`src/rtl/rom_scan_seq.sv`:
```
// Scans a combinational ROM from addr_lo to addr_hi and hands each byte to a
// ready/valid consumer while keeping a 16-bit running checksum of accepted bytes.
module rom_scan_seq #(
  parameter int unsigned AW    = 10,
  parameter int unsigned DW    = 8,
  parameter int unsigned DEPTH = 768
) (
  input  logic          clk,
  input  logic          rst,
  input  logic          start,
  input  logic [AW-1:0] addr_lo,
  input  logic [AW-1:0] addr_hi,
  output logic [AW-1:0] rom_addr,
  input  logic [DW-1:0] rom_data,
  output logic [DW-1:0] out_data,
  output logic          out_valid,
  input  logic          out_ready,
  output logic          busy,
  output logic          done,
  output logic          err,
  output logic [15:0]   checksum
);

  localparam int unsigned CW      = 16;
  localparam logic [AW:0] DEPTH_W = (AW+1)'(DEPTH);

  typedef enum logic [1:0] {
    IDLE  = 2'd0,
    FETCH = 2'd1,
    OUT   = 2'd2,
    FIN   = 2'd3
  } state_t;

  state_t        state;
  logic [AW-1:0] cur;
  logic [AW-1:0] hi_q;
  logic          req_ok_c;

  // Request is legal when the range is non-empty and ends inside the ROM.
  assign req_ok_c = (addr_lo <= addr_hi) && ({1'b0, addr_hi} < DEPTH_W);

  // The ROM address is the registered cursor, so it never glitches within FETCH.
  assign rom_addr = cur;
  assign busy     = (state == FETCH) || (state == OUT);

  always_ff @(posedge clk) begin
    if (rst) begin
      state     <= IDLE;
      cur       <= '0;
      hi_q      <= '0;
      out_data  <= '0;
      out_valid <= 1'b0;
      done      <= 1'b0;
      err       <= 1'b0;
      checksum  <= '0;
    end else begin
      done <= 1'b0;
      case (state)
        IDLE: begin
          if (start) begin
            if (req_ok_c) begin
              hi_q     <= addr_hi;
              cur      <= addr_lo;
              checksum <= '0;
              err      <= 1'b0;
              state    <= FETCH;
            end else begin
              err   <= 1'b1;
              done  <= 1'b1;
              state <= FIN;
            end
          end
        end
        FETCH: begin
          out_data  <= rom_data;
          out_valid <= 1'b1;
          state     <= OUT;
        end
        OUT: begin
          if (out_valid && out_ready) begin
            checksum  <= checksum + CW'(out_data);
            out_valid <= 1'b0;
            // Stop on the last address rather than incrementing past it.
            if (cur == hi_q) begin
              done  <= 1'b1;
              state <= FIN;
            end else begin
              cur   <= cur + AW'(1);
              state <= FETCH;
            end
          end
        end
        FIN: begin
          state <= IDLE;
        end
        default: begin
          state <= IDLE;
        end
      endcase
    end
  end

endmodule

```
`config.mk`:
```
export PLATFORM = sky130hd
export DESIGN_NAME = rom_scan_seq
export DESIGN_NICKNAME = d
export VERILOG_FILES = /design/src/rtl/rom_scan_seq.sv
export SDC_FILE = /design/constraint.sdc
export NUM_CORES = 1
export LEC_CHECK = 0
export ABC_AREA = 0
export ABC_CLOCK_PERIOD_IN_PS = 5200
export CAP_MARGIN = 10
export CORE_MARGIN = 2
export CORE_UTILIZATION = 54
export CTS_CLUSTER_DIAMETER = 150
export DETAILED_ROUTE_END_ITERATION = 8
export PLACE_DENSITY_LB_ADDON = 0.3
export SYNTH_ARGS = -nofsm -noshare
export SYNTH_HDL_FRONTEND = slang
export SYNTH_SLANG_ARGS = --single-unit
```
`constraint.sdc`:
```
create_clock -name clk -period 5.2 [get_ports clk]
set_input_delay 0.52 -clock clk [delete_from_list [all_inputs] [get_ports clk]]
set_output_delay 0.52 -clock clk [all_outputs]
set_load 0.05 [all_outputs]
```
==> flow_summary.ini, run 1 <==
[place]
placedCellCount = 479
hpwl_um = 5417
io_buffers = 69
place_area_um2 = 3662
place_congestion = 0.8678

[floorplan]
die_h_um = 77.92
die_x_um = 77.92
io-pin-count = 70
dieArea_um2 = 6071
start_util_pct = 56.68
rows = 26
core_um2 = 5205

[yosys]
synthTopCellsByCount = 49 x dfxtp_1, 35 x a21oi_1, 35 x nand2_1, 30 x nor2_1, 23 x ha_1
syn-num-nets = 410
seq_area_frac_synth_pct = 33.25
synth_area_leaders = dfxtp_1 33%, ha_1 9.8%, mux2i_1 6.1%, a21oi_1 5.9%, nand2_1 4.5%
synth_most_common_cell = dfxtp_1
yosysTopAreaCellShare_pct = 33.25
ys_types = 48
synthArstFlopShare_pct = 0
synth-seq-cells = 49
synth.avg_cell_area_um2 = 8.334
synth_area_um2 = 2950
synth_ff_type = dfxtp_1
synth_edf_count = 0
synth.largest_area_cell = dfxtp_1
ys_warn_count = 0
synthCells = 354

[cts]
cts_setup_buffers = 0
cts_tree = done
cts_buffers = 5
ctsHoldBuffers = 0
clock_sinks = 49
cts_max_level = 2
cts-root-buf = clkbuf_8
clkTransAtPathRegs_ns = 0.10
clock_latency_ns = 0.31
clockBufferDepth = 2
cts_resized = 0

[critical_path]
cp.required_ns = 5.45
crit_slowest_cell = ha_1
cp.arrival_ns = 3.43
cp-end-kind = flop
critPathKind = flop to flop
cp.buffers_inverters = 2
startpoint_type = flop
crit_fanout = 24
slowest_delay_ns = 0.78
cp_top_family = simple AND/OR/NAND/NOR gates
path_cells = inv_1 > ha_1 > inv_1 > nand4_1 > or4_1 > nand3_1 > or4_1 > nand2_1

[timing]
max_slew.worst_pin.slew_ns = 0.9260
tns_ns = 0
setup_viol = 0
period_needed_ns = 3.181
maxSlewHeadroom_pct = 38.27
fmax_mhz = 314.4
hold_violations = 0
finClkSkew_ns = 0.01325
period_share_pct = 61.17
slew_violations = 0
rsz0062_at_grt = false

[global_route]
grt_max_degree = 43
antenna_found_initial = 0
grt.total_usage_pct = 24.91
grt_pass1_vias = 2642
grt_pass1_wl_um = 12380
grt_overflow_total = 0

[route]
wl_met2_um = 3588
dr_wl_met3_um = 423
firstDrtPassIters = 5
top_layer = met4
drt_wl_total_um = 7427
via_per_inst = 5.926
drcViolationCount = 0
drtAntennaViolNets = 0
wl_met1_um = 3344
wl_per_cell_um = 15.25
drt_iter0_markers = 170
vias = 2886

[pwr]
leakage_nw = 1.525
vdd_drop_max_v = 0.0002906
powerDensity_nw_per_um2 = 448.8

[flow_run]
drv_cap = 0

[finish]
drive_gt1_share_pct = 4.556
nFillCells = 422
synthToLayoutAreaGrowth_pct = 28.03
instances_no_fill = 487
final_nets = 472
antenna_cells = 0
final_area_um2 = 3777

[run_status]
status = complete, no violations

[hold_path]
hold_class = flop to flop
## per-layer routing
layer  GRT usage, %  vias to the layer above
met3          3.837                        7
met2          41.47                       95
met4          6.667                        0
met5              0                        -
met1          33.65                     1376
li1               -                     1408
## flip-flops by register name, summed over array words and instances (netlist names)
name and flops:
out_data 8, done 1, out_valid 1, hi_q 10
err 1, rom_addr 10, state 2, checksum 16
## report_power, final
group	leakage [nW]	internal, mW	switching (mW)
Sequential	0.399	0.444	0.0817
Clock	0.0543	0.144	0.140
Combinational	1.07	0.317	0.568
Total	1.52	0.905	0.790
## path summary, 6_finish.rpt
path | from | to | slack, ns | cells past startpoint
worst max-delay path | state[0]$_SDFFE_PP0P_ | checksum[9]$_SDFFE_PP0P_ | 2.02 | 8
worst min-delay path | checksum[0]$_SDFFE_PP0P_ | checksum[0]$_SDFFE_PP0P_ | 0.48 | 2
worst max register to register | state[0]$_SDFFE_PP0P_ | checksum[9]$_SDFFE_PP0P_ | 2.02 | 8
worst min register to register | checksum[0]$_SDFFE_PP0P_ | checksum[0]$_SDFFE_PP0P_ | 0.48 | 2
## layout make-up
cell class	instances	area, um^2	area share, %
timing repair buffer	71	705.7	18.68
clock buffer	5	68.82	1.822
inverter	17	63.81	1.689
clock inverter	3	46.29	1.226
sequential	49	980.9	25.97
multi-input combinational	272	1824	48.29
tap	70	87.58	2.319
## worst register-to-register path, delay by kind of cell, from the launching register on
kind | cells | cell delay (ns)
AND/OR/NAND/NOR | 5 | 1.29
adder cells (fa/ha/maj) | 1 | 0.78
buffers and inverters | 2 | 0.72
flip-flops | 1 | 0.34
## layout by cell type (no fill, tap or decap), types with 2 or more instances in the layout
cell              n
a211oi_1          3
a21o_1            5
a21oi_1          35
a22oi_1           3
and3_1            3
and4_1            2
buf_4             2
clkbuf_8          5
clkdlybuf4s50_1  69
dfxtp_1          49
ha_1             23
inv_1            16
mux2i_1          18
nand2_1          35
nand3_1          21
nand4_1           6
nor2_1           30
nor2b_1           3
nor3_1           11
o211a_1           2
o211ai_1          3
o21a_1            2
o21ai_0          10
o31ai_1           6
o32ai_1           6
or2_2             4
or4_1            10
xnor2_1          13
xor2_1            2
## cells by family after synthesis
group | after synthesis | synth area share (%)
adders and majority gates | 24 | 10.43
muxes | 18 | 6.107
and+or+nand+nor | 129 | 21.67
DFF | 49 | 33.25
xor gates and xnor gates | 15 | 4.453
AOI/OAI and AO/OA | 86 | 19.17
buffers and inverters | 33 | 4.919
## metrics by stage
stage	util, %	setup slack, ns	hold slack (ns)	total power, mW
4_1_cts	72.57	2.072	0.4886	1.694
5_1_grt	72.57	1.799	0.5058	1.795
3_5_place_dp	70.36	2.006	0.4683	1.410
2_1_floorplan	-	2.920	0.4837	1.188
3_3_place_gp	70.36	2.023	0.4580	1.392
6_report	72.57	2.019	0.4848	1.695
Note: power is estimated with default switching activity, not from simulation.
==> run 2: changes to the inputs <==
--- a/config.mk
+++ b/config.mk
@@ -6,10 +6,10 @@
 export NUM_CORES = 1
 export LEC_CHECK = 0
 export ABC_AREA = 0
-export ABC_CLOCK_PERIOD_IN_PS = 5200
+export ABC_CLOCK_PERIOD_IN_PS = 3100
 export CAP_MARGIN = 10
 export CORE_MARGIN = 2
-export CORE_UTILIZATION = 54
+export CORE_UTILIZATION = 50
 export CTS_CLUSTER_DIAMETER = 150
 export DETAILED_ROUTE_END_ITERATION = 8
 export PLACE_DENSITY_LB_ADDON = 0.3
==> constraint.sdc (replaced) <==
create_clock -name clk -period 3.1 [get_ports clk]
set_input_delay 0.31 -clock clk [delete_from_list [all_inputs] [get_ports clk]]
set_output_delay 0.31 -clock clk [all_outputs]
set_load 0.05 [all_outputs]
==> flow_summary.ini, run 2 (synthesis gave the netlist of run 1 again) <==
[cts]
clockBufferDepth = 2
cts_resized = 0
cts_setup_buffers = 0
cts-root-buf = clkbuf_8
cts_tree = done
clock_latency_ns = 0.31
clkTransAtPathRegs_ns = 0.09
cts_max_level = 2
ctsHoldBuffers = 0
cts_buffers = 5
clock_sinks = 49

[global_route]
antenna_found_initial = 0
grt.total_usage_pct = 24.09
grt_pass1_wl_um = 12450
grt_max_degree = 42
grt_pass1_vias = 2692
grt_overflow_total = 0

[finish]
drive_gt1_share_pct = 5.674
final_nets = 478
mostFrequentLayoutCell = clkdlybuf4s50_1
finalCoreUtilization_pct = 68.14
top_register = checksum
layout_common_cells = 69 x clkdlybuf4s50_1, 49 x dfxtp_1, 35 x nand2_1, 35 x a21oi_1, 30 x nor2_1
synthToLayoutAreaGrowth_pct = 29.52
largest_reg_flops = 16
antenna_cells = 0

[floorplan]
die_x_um = 80.82
core_um2 = 5608
start_util_pct = 52.61
rows = 27
io-pin-count = 70
die_h_um = 80.82
dieArea_um2 = 6531

[timing]
period_needed_ns = 2.626
fmax_mhz = 380.7
rsz0062_at_grt = false
max_slew.worst_pin.slew_ns = 0.6497
setup_viol = 0
maxSlewHeadroom_pct = 56.69
period_share_pct = 84.72
hold_ws_ns = 0.4812
fin_ws_ns = 0.4735
hold_violations = 0
slew_violations = 0
finClkSkew_ns = 0.005175
tns_ns = 0

[critical_path]
ff2ff_setup_slack_ns = 0.57
r2r_cells = 9
cp.arrival_ns = 2.86
timing.rr.end = checksum[9]$_SDFFE_PP0P_
critical_path.endpoint = checksum[15]$_SDFFE_PP0P_
startpoint_type = primary input
critPathLaunch = addr_hi[8]
critPathKind = primary input to flop
r2r-start = state[0]$_SDFFE_PP0P_
crit_fanout = 26
cp.required_ns = 3.34
cp-end-kind = flop

[route]
drt_iter0_markers = 229
via_per_inst = 5.721
firstDrtPassIters = 5
wl_per_cell_um = 15.24
drcViolationCount = 0
drtAntennaViolNets = 0
vias = 2832
drt_wl_total_um = 7545

[pwr]
powerDensity_nw_per_um2 = 759.6
vdd_drop_max_v = 0.0006290
leakage_nw = 1.553
total_power_mw = 2.902

[place]
hpwl_um = 5610
place_congestion = 0.8647
place_ws_ns = 0.1733
io_buffers = 69

[flow_run]
drv_cap = 0

[run_status]
status = complete, no violations

[hold_path]
hold_class = flop to flop
[run 2: changes by cell type in the layout (fill, tap and decap cells not counted)]
cell / before / now
buf_4: 2 / 8
clkbuf_1: 0 / 1
clkinvlp_4: 1 / 0
[run 2: layer usage]
layer	routed length [um]	GRT usage [%]	up-vias	share of wire (%)
met5	0	0	-	0
met4	85	5.763	0	1.1
met3	361	3.556	9	4.8
met2	3653	41.16	89	48
met1	3445	32.02	1317	46
li1	-	-	1417	-
[run 2: critical path, cell delays in order]
cell and delay [ns]:
clkdlybuf4s50_1 0.53, inv_1 0.06, ha_1 0.30, and4_1 0.23
o211a_1 0.15, nor3_4 0.28, o21ai_2 0.10, buf_4 0.22
or4_1 0.51, a21oi_1 0.16
[run 2: how the worst min path moves through the flow]
stage	from	endpoint	slack (ns)	cells after the start
3_5_place_dp	checksum[3]$_SDFFE_PP0P_	checksum[3]$_SDFFE_PP0P_	0.47	2
2_1_floorplan	addr_hi[0]	hi_q[0]$_SDFFE_PP0P_	0.45	2
6_report	checksum[4]$_SDFFE_PP0P_	checksum[4]$_SDFFE_PP0P_	0.48	2
3_3_place_gp	checksum[4]$_SDFFE_PP0P_	checksum[4]$_SDFFE_PP0P_	0.46	2
5_1_grt	checksum[3]$_SDFFE_PP0P_	checksum[3]$_SDFFE_PP0P_	0.50	2
4_1_cts	checksum[3]$_SDFFE_PP0P_	checksum[3]$_SDFFE_PP0P_	0.49	2
[run 2: power by group]
part           total, mW  internal, mW  switching, mW  leakage [nW]
combinational       1.56         0.581          0.977          1.10
sequential         0.878         0.744          0.134         0.399
clock              0.466         0.243          0.223        0.0554
total               2.90          1.57           1.33          1.55
[run 2: cell type report]
| type | count | area (um^2) |
|---|---|---|
| fill | 489 | 1787 |
| inverter | 17 | 63.81 |
| tap | 72 | 90.09 |
| clock inverter | 2 | 38.79 |
| multi-input combinational | 272 | 1824 |
| clock buffer | 6 | 72.57 |
| timing repair buffer | 77 | 750.7 |
| sequential | 49 | 980.9 |
[run 2: through the flow]
step,cells,instance area [um^2]
CTS,495,3821
global placement,487,3710
finish,495,3821
detailed placement,487,3710
floorplan,354,2950
global route,495,3821
==> run 3: changes to the inputs <==
--- a/config.mk
+++ b/config.mk
@@ -6,7 +6,7 @@
 export NUM_CORES = 1
 export LEC_CHECK = 0
 export ABC_AREA = 0
-export ABC_CLOCK_PERIOD_IN_PS = 3100
+export ABC_CLOCK_PERIOD_IN_PS = 2500
 export CAP_MARGIN = 10
 export CORE_MARGIN = 2
 export CORE_UTILIZATION = 50
==> constraint.sdc (replaced) <==
create_clock -name clk -period 2.5 [get_ports clk]
set_input_delay 0.25 -clock clk [delete_from_list [all_inputs] [get_ports clk]]
set_output_delay 0.25 -clock clk [all_outputs]
set_load 0.05 [all_outputs]
==> flow_summary.ini, run 3 (synthesis gave the netlist of run 1 again) <==
[global_route]
grt_pass1_vias = 2767
grt_pass1_wl_um = 12650
antenna_found_initial = 0
grt_overflow_total = 0
grt.total_usage_pct = 24.56
grt_max_degree = 42

[floorplan]
rows = 27
dieArea_um2 = 6531
io-pin-count = 70
core_um2 = 5608
die_x_um = 80.82
die_h_um = 80.82
start_util_pct = 52.61

[place]
place_ws_ns = -0.2861
hpwl_um = 5803
io_buffers = 69
placedCellCount = 507
place_congestion = 0.8778

[cts]
ctsHoldBuffers = 0
clock_sinks = 49
clock_latency_ns = 0.31
clkTransAtPathRegs_ns = 0.09
cts_buffers = 5
cts_tree = done
cts-root-buf = clkbuf_8
cts_max_level = 2
clockBufferDepth = 2

[finish]
nFillCells = 480
mostFrequentLayoutCell = clkdlybuf4s50_1
top_register = checksum
largest_reg_flops = 16
layout_common_cells = 69 x clkdlybuf4s50_1, 49 x dfxtp_1, 35 x nand2_1
instances_no_fill = 516
antenna_cells = 0
synthToLayoutAreaGrowth_pct = 36.56
final_nets = 500
drive_gt1_share_pct = 11.26

[route]
via_per_inst = 5.762
wl_per_cell_um = 15.13
drcViolationCount = 0
drtAntennaViolNets = 0
drt_wl_total_um = 7807
vias = 2973
drt_iter0_markers = 198
firstDrtPassIters = 4

[run_status]
status = complete, no violations

[timing]
period_needed_ns = 2.385
hold_ws_ns = 0.4819
setup_viol = 0
fin_ws_ns = 0.1146
period_share_pct = 95.41
slew_violations = 0
hold_violations = 0
maxSlewHeadroom_pct = 60.53
fmax_mhz = 419.2
max_slew.worst_pin.slew_ns = 0.5920
finClkSkew_ns = 0.006349

[critical_path]
cp-end-kind = flop
cp.required_ns = 2.74
critPathKind = primary input to flop
startpoint_type = primary input
cp.arrival_ns = 2.63
crit_fanout = 18

[hold_path]
hold_class = flop to flop

[flow_run]
drv_cap = 0

[pwr]
leakage_nw = 1.663
powerDensity_nw_per_um2 = 948.4
vdd_drop_max_v = 0.0006846
-- run 3: cell count changes in the layout (fill, tap and decap cells not counted) --
cell,change
a21oi_1,-2
a21oi_2,+2
buf_12,+1
buf_4,+21
clkbuf_1,-1
clkinv_4,-1
ha_1,-1
ha_4,+1
inv_6,+1
o2111ai_1,-1
o2111ai_2,+1
o21ai_2,-1
o21ai_4,+1
-- run 3: worst max-delay path, stage by stage --
cell and delay [ns]:
clkdlybuf4s50_1 0.48, inv_1 0.05, ha_1 0.30, a21oi_1 0.20
o211ai_1 0.18, nor3_4 0.32, o21ai_4 0.17, or4_1 0.51
a21oi_1 0.17
-- run 3: cell type report --
type	count	area (um^2)	share of cell area [%]
multi-input combinational	272	1858	46.12
sequential	49	980.9	24.35
timing repair buffer	99	928.4	23.04
tap	72	90.09	2.236
clock buffer	5	68.82	1.708
inverter	17	63.81	1.584
clock inverter	2	38.79	0.9627
-- run 3: metrics by stage --
step | instance area (um^2) | setup TNS, ns | total power [mW] | util [%]
after floorplan | 2950 | 0 | 2.472 | -
after global placement | 3872 | -2.216 | 3.142 | 69.05
after detailed placement | 3872 | -4.064 | 3.196 | 69.05
after CTS | 3980 | 0 | 3.770 | 70.97
after global routing | 4029 | -0.01957 | 4.044 | 71.84
final | 4029 | 0 | 3.821 | 71.84
-- run 3: routing by layer --
layer / up-vias / track usage [%] / wire length (um)
li1: 1462 / - / -
met1: 1409 / 32.16 / 3555
met2: 94 / 41.74 / 3729
met3: 8 / 3.778 / 434
met4: 0 / 7.288 / 87
met5: - / 0 / 0
-- run 3: repair_timing --
action,4_1_cts,5_1_grt
gates resized for setup,0,5
endpoints found under the setup margin,0,12
buffers inserted,0,2
-- run 3: path summary, 6_finish.rpt --
kind                                               start                   endpoint  slack (ns)  depth (start not counted)
worst max-delay path                          addr_hi[7]  checksum[11]$_SDFFE_PP0P_        0.11                          9
worst min register to register  checksum[3]$_SDFFE_PP0P_   checksum[3]$_SDFFE_PP0P_        0.48                          2
worst min-delay path            checksum[3]$_SDFFE_PP0P_   checksum[3]$_SDFFE_PP0P_        0.48                          2
worst max register to register     state[0]$_SDFFE_PP0P_   rom_addr[6]$_SDFFE_PP0P_        0.28                          8
-- run 3: report_power, final --
group / total, mW / internal (mW) / leakage, nW / switching, mW
sequential: 1.10 / 0.923 / 0.399 / 0.173
combinational: 2.15 / 0.882 / 1.21 / 1.27
clock: 0.576 / 0.297 / 0.0546 / 0.279
==> variant (flow settings as in run 3) <==
`DEPTH`: 768 -> 384.
--- a/src/rtl/rom_scan_seq.sv
+++ b/src/rtl/rom_scan_seq.sv
@@ -5,3 +5,3 @@
   parameter int unsigned DW    = 8,
-  parameter int unsigned DEPTH = 768
+  parameter int unsigned DEPTH = 384
 ) (
Check against the original RTL: not equivalent (Yosys sat finds a counterexample within 4 cycles, from zero or initial values and one cycle with rst high).
==> variant against run 3 <==
- wire length increased by 2.1%
- clock power is 3% higher
- setup slack got worse by 0.037 ns
- cell area grew 0.31%
- combinational power fell by 31%
- fmax down 1.5%
- clock skew is 0.0059 ns higher
- sequential cell count unchanged
- total power shrank 19%
- first-iteration DRC count decreased by 16%
- non-clock buffer count is 3 lower
- synthesized area rose by 0.42%
- critical endpoint is now checksum[14]
- largest cell class unchanged
==> variant: results (changes against run 3) <==
metric,value,unit,change
largest net degree at the start of global routing,27,,was 42
CP arrival,2.66,ns,was 2.63 ns
number of global-route vias before repair,2710,,was 2767
Largest Register,checksum,,unchanged
via count,2993,,was 2973
CTS buffer count,5,,unchanged
Worst VDD drop,0.720,mV,was 0.685 mV
hpwl dp,5.90,mm,was 5.80 mm
HP Class,reg -> reg,,unchanged
FF-to-FF path depth,9,,was 8
layout cell share with drive strength beyond 1,11.1,%,was 11.3%
IO Port Bufs,69,,unchanged
worst r2r src,state[1],,was state[0]
clock-pin slew on the worst setup and hold paths,0.09,ns,about the same
Setup Crit Path Kind,in -> reg,,unchanged
fraction of the mapped netlist area in compound gates,21.1,%,was 19.2%
"Distinct cells, synth",53,,was 48
leakage power,1.61,nW,was 1.66 nW
"non-filler cells, final",515,,was 516
hold wc startpoint,checksum[0],,was checksum[3]
max reg flops,16,,unchanged
outcome,finished clean,,unchanged
NumNets Final,495,,was 500
mux share of post-synthesis cell area,6.08,%,was 6.11%
crit path from,addr_hi[5],,was addr_hi[7]
Register-to-Register Setup Slack,0.21,ns,was 0.28 ns
Syn. warnings,0,,unchanged
Synth area leaders,"dfxtp_1 (33%), ha_1 (9.7%), mux2i_1 (6.1%), a21oi_1 (5.1%), nor2_1 (4.1%)",,"was dfxtp_1 (33%), ha_1 (9.8%), mux2i_1 (6.1%), a21oi_1 (5.9%), nand2_1 (4.5%)"
CP max FO,7,,was 18
syn_nets,406,,was 410
slowest cell on the critical path,or4_4,,was or4_1
Synth Instances,350,,was 354
wire length per cell,15.5,um,was 15.1 um
wire length of the first global-routing pass,12.5,mm,was 12.6 mm
Worst R2R End,checksum[14],,was rom_addr[6]
clock root cell,clkbuf_8,,unchanged
1st-iter DRT viols,167,,was 198
top post-synthesis cells by count,"dfxtp_1 (49), nor2_1 (32), a21oi_1 (30), nand2_1 (30), ha_1 (23)",,"was dfxtp_1 (49), a21oi_1 (35), nand2_1 (35)"
post-synthesis xor/xnor area fraction,4.73,%,was 4.45%
GRT Resource Usage Total,24.4,%,was 24.6%
worst-margin pin slew,0.585,ns,was 0.592 ns
Worst Hold Endpoint,checksum[0],,was checksum[3]
ant diodes,0,,unchanged
Post-Synth Adder-Cell Area,10.4,%,about the same
Post-synth ARST share,0,%,unchanged
Max Buffers Root-to-Sink,2,,unchanged
DRT Pass-1 Iters,5,,was 4
gpl congestion,0.896,,was 0.878
"Seq/Total Area, Yosys",33.1,%,was 33.2%
Layout Skew,0.0122,ns,was 0.00635 ns
variant: layer usage:
metal  wire [um]  global-route usage, %  up-vias  share of wire, %
met4         116                   6.61        0               1.5
met1        3580                   32.9     1406                45
met2        3830                   40.9      112                48
met3         448                   3.44       16               5.6
li1            -                      -     1459                 -
met5           0                      0        -                 0
variant: report_power, final:
part / internal, mW / switching (mW) / total [mW]
logic: 0.579 / 0.913 / 1.49
registers: 0.887 / 0.120 / 1.01
clock network: 0.327 / 0.269 / 0.595
variant: worst min-delay path, stage by stage, from the launching register on:
cell     delay [ns]
dfxtp_1        0.33
nand2_1        0.06
a21oi_1        0.05
variant: cell type report:
class                   instances  area [um^2]
multi-input cells             267         1880
clock buffers                   7         86.3
repair buffers                 96          900
inverters                      20         75.1
well taps                      75         93.8
flip-flops and latches         49          981
fillers                       480         1770
clock inverters                 1         30.0
variant: timing repair:
action                     4_1_cts  5_1_grt
setup buffers                    0        2
setup endpoints to repair        0       24
gates resized for setup          0        9
hold endpoints to repair         0        0
variant: kinds of logic (layout without fill, tap and decap cells):
logic type,count (synthesis),in the layout
and+or+nand+nor,114,115
AOI/OAI and AO/OA,94,94
DFF,49,49
buffers and inverters,35,124
adders and majority gates,24,24
muxes,18,18
xor gates and xnor gates,16,16
variant: stage by stage:
stage	hold WS, ns	instance area [um^2]	worst slack, ns	power [mW]
2_1_floorplan	0.397	2960	0.189	1.99
5_1_grt	0.502	4040	-0.00684	3.27
3_3_place_gp	0.464	3860	-0.235	2.43
6_report	0.480	4040	0.0777	3.09
4_1_cts	0.482	3980	0.0130	3.06
3_5_place_dp	0.466	3860	-0.307	2.46
